## config.mk

```make
export PLATFORM = sky130hd
export DESIGN_NAME = action_decoder_flat
export DESIGN_NICKNAME = d
export VERILOG_FILES = /design/src/rtl/hippo_ctrl_pkg.sv /design/src/rtl/action_decoder_if.sv /design/src/rtl/spike_window_counter.sv /design/src/rtl/action_decoder.sv /design/src/flat_wrapper.sv
export SDC_FILE = /design/constraint.sdc
export NUM_CORES = 1
export LEC_CHECK = 0
export CORE_ASPECT_RATIO = 1.1
export CORE_MARGIN = 4
export CORE_UTILIZATION = 45
export DETAILED_ROUTE_END_ITERATION = 16
export PLACE_DENSITY = 0.72
export SYNTH_ARGS = -nofsm -noshare
export SYNTH_HDL_FRONTEND = slang
export SYNTH_SLANG_ARGS = --single-unit
```

## constraint.sdc

```tcl
create_clock -name clk -period 2.31 [get_ports clk]
set_input_delay 0.5775 -clock clk [delete_from_list [all_inputs] [get_ports clk]]
set_output_delay 0.5775 -clock clk [all_outputs]
set_load 0.005 [all_outputs]
```

## src/rtl/hippo_ctrl_pkg.sv

```systemverilog
// Shared types and constants for the hippocampal agent control blocks.
package hippo_ctrl_pkg;

  typedef enum logic [2:0] {
    ST_IDLE      = 3'd0,
    ST_INTEGRATE = 3'd1,
    ST_DECIDE    = 3'd2,
    ST_MOVE      = 3'd3,
    ST_SETTLE    = 3'd4,
    ST_CHECK     = 3'd5,
    ST_TRIAL_END = 3'd6
  } state_e;

  localparam logic ACT_STAY = 1'b0;
  localparam logic ACT_MOVE = 1'b1;

  localparam logic [9:0] ITRIAL_MAX = 10'd1023;

  // Fibonacci taps 16,14,13,11 expressed as bit positions 15,13,12,10
  localparam logic [15:0] LFSR_SEED = 16'hACE1;
  localparam logic [15:0] LFSR_TAPS = 16'hB400;

  function automatic logic [15:0] lfsr_next(input logic [15:0] cur);
    return {cur[14:0], ^(cur & LFSR_TAPS)};
  endfunction

endpackage

```

## src/rtl/action_decoder_if.sv

```systemverilog
// Bundle between the SNN output layer / position generator and the action decoder.
interface action_decoder_if #(
  parameter int Neurons_Layer1 = 6,
  parameter int Neurons_Out    = 2,
  parameter int STEP_W         = 5
);
  logic                      active;
  logic [Neurons_Out-1:0]    spike_out;
  logic [Neurons_Layer1-1:0] InVec;
  logic [Neurons_Layer1-1:0] goal_vec;
  logic                      change_InVec;
  logic                      trial_break;
  logic [9:0]                iTrial;
  logic                      reward;
  logic [STEP_W-1:0]         step_cnt;
  logic                      done;

  modport master (
    output active, spike_out, InVec, goal_vec,
    input  change_InVec, trial_break, iTrial, reward, step_cnt, done
  );

  modport slave (
    input  active, spike_out, InVec, goal_vec,
    output change_InVec, trial_break, iTrial, reward, step_cnt, done
  );
endinterface

```

## src/rtl/spike_window_counter.sv

```systemverilog
// Saturating per-neuron spike counter with synchronous clear and count enable.
module spike_window_counter #(
  parameter int CNT_W = 8
) (
  input  logic             clk,
  input  logic             reset,
  input  logic             clr,
  input  logic             en,
  input  logic             spike,
  output logic [CNT_W-1:0] cnt
);

  always_ff @(posedge clk) begin
    if (reset || clr) begin
      cnt <= '0;
    end else if (en && spike && (cnt != '1)) begin
      cnt <= cnt + CNT_W'(1);
    end
  end

endmodule

```

## src/rtl/action_decoder.sv

```systemverilog
// Spike-window action selector closing the SNN agent loop (stay/move, reward, trial limit).
// Optional EPSILON_EXPLORE_EN adds LFSR-driven 1/16 decision inversion.
module action_decoder
  import hippo_ctrl_pkg::*;
#(
  parameter int Neurons_Layer1 = 6,
  parameter int Neurons_Out    = 2,
  parameter int WINDOW         = 64,
  parameter int CNT_W          = 8,
  parameter int MARGIN         = 2,
  parameter int MAX_STEPS      = 16,
  parameter int SETTLE         = 4
) (
  input logic             clk,
  input logic             reset,
  action_decoder_if.slave bus
);

  // state        | meaning
  // IDLE         | waiting for active, counters cleared
  // INTEGRATE    | accumulating spikes for WINDOW active cycles
  // DECIDE       | move vs stay comparison, step_cnt++
  // MOVE         | change_InVec pulse
  // SETTLE       | wait SETTLE active cycles for InVec update
  // CHECK        | goal / step-limit evaluation
  // TRIAL_END    | trial_break (+reward) pulse, iTrial++

  localparam int STEP_W  = $clog2(MAX_STEPS + 1);
  localparam int TMR_MAX = (WINDOW > SETTLE) ? WINDOW : SETTLE;
  localparam int TMR_W   = $clog2(TMR_MAX + 1);
  localparam int CW1     = CNT_W + 1;

  state_e            state;
  logic [TMR_W-1:0]  tmr;
  logic [STEP_W-1:0] step_cnt;
  logic [9:0]        itrial;
  logic              done_r;
  logic              goal_hit;
  logic              cnt_clr;
  logic              cnt_en;
  logic              greedy_move;
  logic              act;
  logic [CNT_W-1:0]  cnt [Neurons_Out];

  assign cnt_en  = bus.active && (state == ST_INTEGRATE);
  assign cnt_clr = bus.active && ((state == ST_IDLE) || (state == ST_CHECK));

  for (genvar g = 0; g < Neurons_Out; g++) begin : g_cnt
    spike_window_counter #(.CNT_W(CNT_W)) u_cnt (
      .clk   (clk),
      .reset (reset),
      .clr   (cnt_clr),
      .en    (cnt_en),
      .spike (bus.spike_out[g]),
      .cnt   (cnt[g])
    );
  end

  // Extra bit keeps cnt[stay] + MARGIN from wrapping near saturation
  assign greedy_move = ({1'b0, cnt[ACT_MOVE]} > ({1'b0, cnt[ACT_STAY]} + CW1'(MARGIN)));

`ifdef EPSILON_EXPLORE_EN
  logic [15:0] lfsr;

  always_ff @(posedge clk) begin
    if (reset) lfsr <= LFSR_SEED;
    else       lfsr <= lfsr_next(lfsr);
  end

  assign act = greedy_move ^ (lfsr[3:0] == 4'd0);
`else
  assign act = greedy_move;
`endif

  always_ff @(posedge clk) begin
    if (reset) begin
      state    <= ST_IDLE;
      tmr      <= '0;
      step_cnt <= '0;
      itrial   <= '0;
      done_r   <= 1'b0;
      goal_hit <= 1'b0;
    end else begin
      case (state)
        ST_IDLE: begin
          if (bus.active && !done_r) begin
            state <= ST_INTEGRATE;
            tmr   <= TMR_W'(WINDOW - 1);
          end
        end
        ST_INTEGRATE: begin
          if (bus.active) begin
            if (tmr == '0) state <= ST_DECIDE;
            else           tmr   <= tmr - TMR_W'(1);
          end
        end
        ST_DECIDE: begin
          if (bus.active) begin
            step_cnt <= step_cnt + STEP_W'(1);
            state    <= (act == ACT_MOVE) ? ST_MOVE : ST_CHECK;
          end
        end
        // Pulse states advance even when inactive so a pulse never repeats
        ST_MOVE: begin
          state <= ST_SETTLE;
          tmr   <= TMR_W'(SETTLE - 1);
        end
        ST_SETTLE: begin
          if (bus.active) begin
            if (tmr == '0) state <= ST_CHECK;
            else           tmr   <= tmr - TMR_W'(1);
          end
        end
        ST_CHECK: begin
          if (bus.active) begin
            if (bus.InVec == bus.goal_vec) begin
              goal_hit <= 1'b1;
              state    <= ST_TRIAL_END;
            end else if (step_cnt == STEP_W'(MAX_STEPS)) begin
              goal_hit <= 1'b0;
              state    <= ST_TRIAL_END;
            end else begin
              state <= ST_INTEGRATE;
              tmr   <= TMR_W'(WINDOW - 1);
            end
          end
        end
        ST_TRIAL_END: begin
          if (itrial != ITRIAL_MAX) itrial <= itrial + 10'd1;
          if (itrial >= ITRIAL_MAX - 10'd1) done_r <= 1'b1;
          step_cnt <= '0;
          goal_hit <= 1'b0;
          state    <= ST_IDLE;
        end
        default: state <= ST_IDLE;
      endcase
    end
  end

  assign bus.change_InVec = (state == ST_MOVE);
  assign bus.trial_break  = (state == ST_TRIAL_END);
  assign bus.reward       = (state == ST_TRIAL_END) && goal_hit;
  assign bus.iTrial       = itrial;
  assign bus.step_cnt     = step_cnt;
  assign bus.done         = done_r;

endmodule
```

## src/flat_wrapper.sv

```systemverilog
// flat-port wrapper written by rule: the top's interface ports become plain ports
module action_decoder_flat import hippo_ctrl_pkg::*;
#(
  parameter int Neurons_Layer1 = 6,
  parameter int Neurons_Out    = 2,
  parameter int WINDOW         = 64,
  parameter int CNT_W          = 8,
  parameter int MARGIN         = 2,
  parameter int MAX_STEPS      = 16,
  parameter int SETTLE         = 4
)
  (clk, reset, bus_active, bus_spike_out, bus_InVec, bus_goal_vec, bus_change_InVec, bus_trial_break, bus_iTrial, bus_reward, bus_step_cnt, bus_done);
  action_decoder_if #(.Neurons_Layer1(Neurons_Layer1), .Neurons_Out(Neurons_Out)) bus_i ();
  input logic clk;
  input logic reset;
  input wire logic [$bits(bus_i.active)-1:0] bus_active;
  input wire logic [$bits(bus_i.spike_out)-1:0] bus_spike_out;
  input wire logic [$bits(bus_i.InVec)-1:0] bus_InVec;
  input wire logic [$bits(bus_i.goal_vec)-1:0] bus_goal_vec;
  output wire logic [$bits(bus_i.change_InVec)-1:0] bus_change_InVec;
  output wire logic [$bits(bus_i.trial_break)-1:0] bus_trial_break;
  output wire logic [$bits(bus_i.iTrial)-1:0] bus_iTrial;
  output wire logic [$bits(bus_i.reward)-1:0] bus_reward;
  output wire logic [$bits(bus_i.step_cnt)-1:0] bus_step_cnt;
  output wire logic [$bits(bus_i.done)-1:0] bus_done;
  assign bus_i.active = bus_active;
  assign bus_i.spike_out = bus_spike_out;
  assign bus_i.InVec = bus_InVec;
  assign bus_i.goal_vec = bus_goal_vec;
  assign bus_change_InVec = bus_i.change_InVec;
  assign bus_trial_break = bus_i.trial_break;
  assign bus_iTrial = bus_i.iTrial;
  assign bus_reward = bus_i.reward;
  assign bus_step_cnt = bus_i.step_cnt;
  assign bus_done = bus_i.done;
  action_decoder #(.Neurons_Layer1(Neurons_Layer1), .Neurons_Out(Neurons_Out), .WINDOW(WINDOW), .CNT_W(CNT_W), .MARGIN(MARGIN), .MAX_STEPS(MAX_STEPS), .SETTLE(SETTLE)) u_core (.clk(clk), .reset(reset), .bus(bus_i));
endmodule
```

==> run metrics <==
first-pass GRT wire length 10490 µm; combinational share of power 16.1%; cell count of the worst hold path 1; # IOs 36; worst flop-to-flop path startpoint u_core.g_cnt[0].u_cnt.cnt[1]; die area 7188 µm²; CP bufs+invs 2; crit-path cells inv_1 > nor3_1 > clkdlybuf4s50_1; number of global-route vias before repair 2372; NetSw 400.4 µW; GRT Overall Usage 18.07%; CTS Buffer Depth 2; CP delay by family, top buffers and inverters; Pleak 1.270 nW; fin crit share 97.57%; Commonest cells post-synth 43 x dfxtp_1, 40 x nor2_1, 23 x xor2_1; grt ovf 0; final hold vios 0; Syn. warnings 0; RSZ-0062 raised after global routing yes; Rel. slew slack 60.88%; Max rail drop VDD 0.2952 mV; Inst Count DP 448; initial antenna violation count 0; drt total wl 6185 µm; Reg2Reg Depth 10; CP Capture Type primary output; synth top area cells dfxtp_1 32%, ha_1 8.0%, xor2_1 7.6%; Power Density 436.8 nW/µm²; Synth Instances 321; Mapped Nets 355; Reg power frac 52.2%; DRT Pass-1 Iters 4; CP Class reg2out; hold-fix buffers at CTS 0; max_cap viols 0; area delta synth->final 28.25%; Initial Utilization 46.27%; synthesized flop and latch total 43; setup violators final 0; Final HPWL DP 4649 µm; final design area excluding fillers 3402 µm²; Post-synth ARST share 0%; status complete, no violations; vias per cell 5.522; Primary FF master, synth dfxtp_1; post-synth top area cell dfxtp_1; CTS tree done; Rows 29; H-tree levels 2; cts bufs inserted 5; top-count cell post-synth dfxtp_1; worst hold-check path type reg2reg; largest net degree at the start of global routing 17; share of cells above drive strength 1 13.98%; chip height 88.52 µm; CTS Root Cell clkbuf_8; Sinks on Clock Net 43; min-delay src u_core.bus.step_cnt[4]; register area share after synthesis 32.45%; Hold Worst Slack 0.5021 ns; GP Congestion 0.8733; register area 862.1 µm²; cell internal pwr 1.086 mW; post-route minimum period 2.254 ns; Synth top area share 32.45%; diode count 0; drt first-iter violations 153; r2r setup slk 0.08 ns; Setup Skew 0.005858 ns; EDFF count, synth 0; DR DRC count 0; multi-input combinational cell area 1695 µm²; instance count on the critical path 3; post-route ant nets 0; core area 5733 µm²; average size of a mapped cell 8.263 µm²; Sw Share 26.95%; die width 81.20 µm; clk slew on worst S/H paths 0.08 ns; Max Fclk 0.4437 GHz; Nets 412; Cell Area, Synth 2653 µm²; Worst-Margin Slew 0.5814 ns; post-synthesis cell type count 54; CP required 1.73 ns; WHS Endpoint u_core.bus.step_cnt[4]; crit-path max cell delay 0.55 ns; slowest CP cell clkdlybuf4s50_1; Worst Path Max Fanout 11; Pins Over Slew Limit 0; dpl cell area 3267 µm²; fin cells 456; Clock Power Share 31.7%; Setup crit start kind flip-flop; endpoint arrival time on the critical path 1.68 ns; # port buffers 35; DR WL/cell 13.56 µm; total vias in the final route 2518; # fillers 520; r2r endpoint u_core.state[1]; clk_lat worst skew 0.29 ns
[cells in the final DEF (no fill, tap or decap), types with 13 or more instances in the layout]
| master | n |
|---|---|
| nor2_1 | 40 |
| inv_1 | 20 |
| clkdlybuf4s50_1 | 35 |
| buf_4 | 29 |
| nand4_1 | 13 |
| nand2_1 | 14 |
| a21oi_1 | 19 |
| xor2_1 | 23 |
| ha_1 | 16 |
| dfxtp_1 | 42 |
[routing by layer]
metal,GRT usage [%],part of all wire (%),vias to the layer above
met5,0,0,-
met4,6.144,1.4,0
met2,29.42,48,56
met3,3.360,4.7,7
met1,24.05,46,1184
li1,-,-,1271
[flip-flops by register name, summed over array words and instances (netlist names)]
name / flops
u_core.bus.step_cnt: 5
u_core.bus.iTrial: 10
u_core.bus.done: 1
u_core.tmr: 7
u_core.g_cnt.u_cnt.cnt: 16
u_core.state: 3
u_core.goal_hit: 1
[logic make-up (layout without fill, tap and decap cells)]
kind of cell,after synthesis,in the layout,share of synthesized area (%)
buffers and inverters,35,93,5.471
AND/OR/NAND/NOR,123,123,24.29
flip-flops,43,43,32.45
AO/OA/AOI/OAI,69,69,18.44
multiplexers,2,2,0.7547
XOR/XNOR,32,32,10.57
adder cells (fa/ha/maj),17,17,8.019
[worst register-to-register path, cell delays in order, from the launching register on]
cell and delay [ns]:
dfxtp_1 0.32, ha_1 0.20, and3_1 0.23, and3_4 0.21, xnor2_2 0.13, ha_2 0.33
inv_1 0.06, a21oi_1 0.16, o221ai_2 0.13, o21a_1 0.21, o32ai_2 0.18
[power by group through the flow]
stage | Clock, mW | Combinational (mW) | Sequential, mW
detailed placement | 0 | 0.234 | 0.793
CTS | 0.495 | 0.236 | 0.776
floorplan | 0 | 0.154 | 0.788
global placement | 0 | 0.230 | 0.793
global route | 0.522 | 0.262 | 0.779
finish | 0.471 | 0.239 | 0.776
[area by class of cell]
type	count	area share [%]
multi-input combinational	243	49.83
sequential	43	25.34
timing repair buffer	65	17.29
tap	77	2.832
inverter	20	2.207
clock buffer	6	2.133
clock inverter	2	0.3678
[stage by stage]
step | setup TNS (ns) | setup WS, ns | util [%] | power [mW]
after floorplan | 0 | 0.09298 | - | 0.9419
after global placement | -0.6545 | -0.06620 | 56.98 | 1.023
after CTS | 0 | 0.009767 | 58.49 | 1.507
after detailed placement | -0.8561 | -0.1175 | 56.98 | 1.027
after global routing | -0.2536 | -0.07687 | 59.34 | 1.563
final | 0 | 0.05611 | 59.34 | 1.486
[worst max path at each step]
| stage | startpoint | to | slack, ns |
|---|---|---|---|
| 3_5_place_dp | bus_active | u_core.g_cnt[1].u_cnt.cnt[5] | -0.12 |
| 3_3_place_gp | bus_active | u_core.tmr[4] | -0.07 |
| 6_report | u_core.state[2] | bus_trial_break | 0.06 |
| 4_1_cts | u_core.g_cnt[0].u_cnt.cnt[1] | u_core.state[2] | 0.01 |
| 2_1_floorplan | u_core.g_cnt[0].u_cnt.cnt[1] | u_core.state[2] | 0.09 |
| 5_1_grt | u_core.g_cnt[0].u_cnt.cnt[1] | u_core.state[2] | -0.08 |
[timing repair]
action                                  in CTS  in global routing
gates resized for setup                      3                  8
cloned                                       0                  0
buffers inserted                             0                  0
pin swaps                                    0                  4
endpoints found under the setup margin       2                  6
Power figures use the tool's default switching activity.
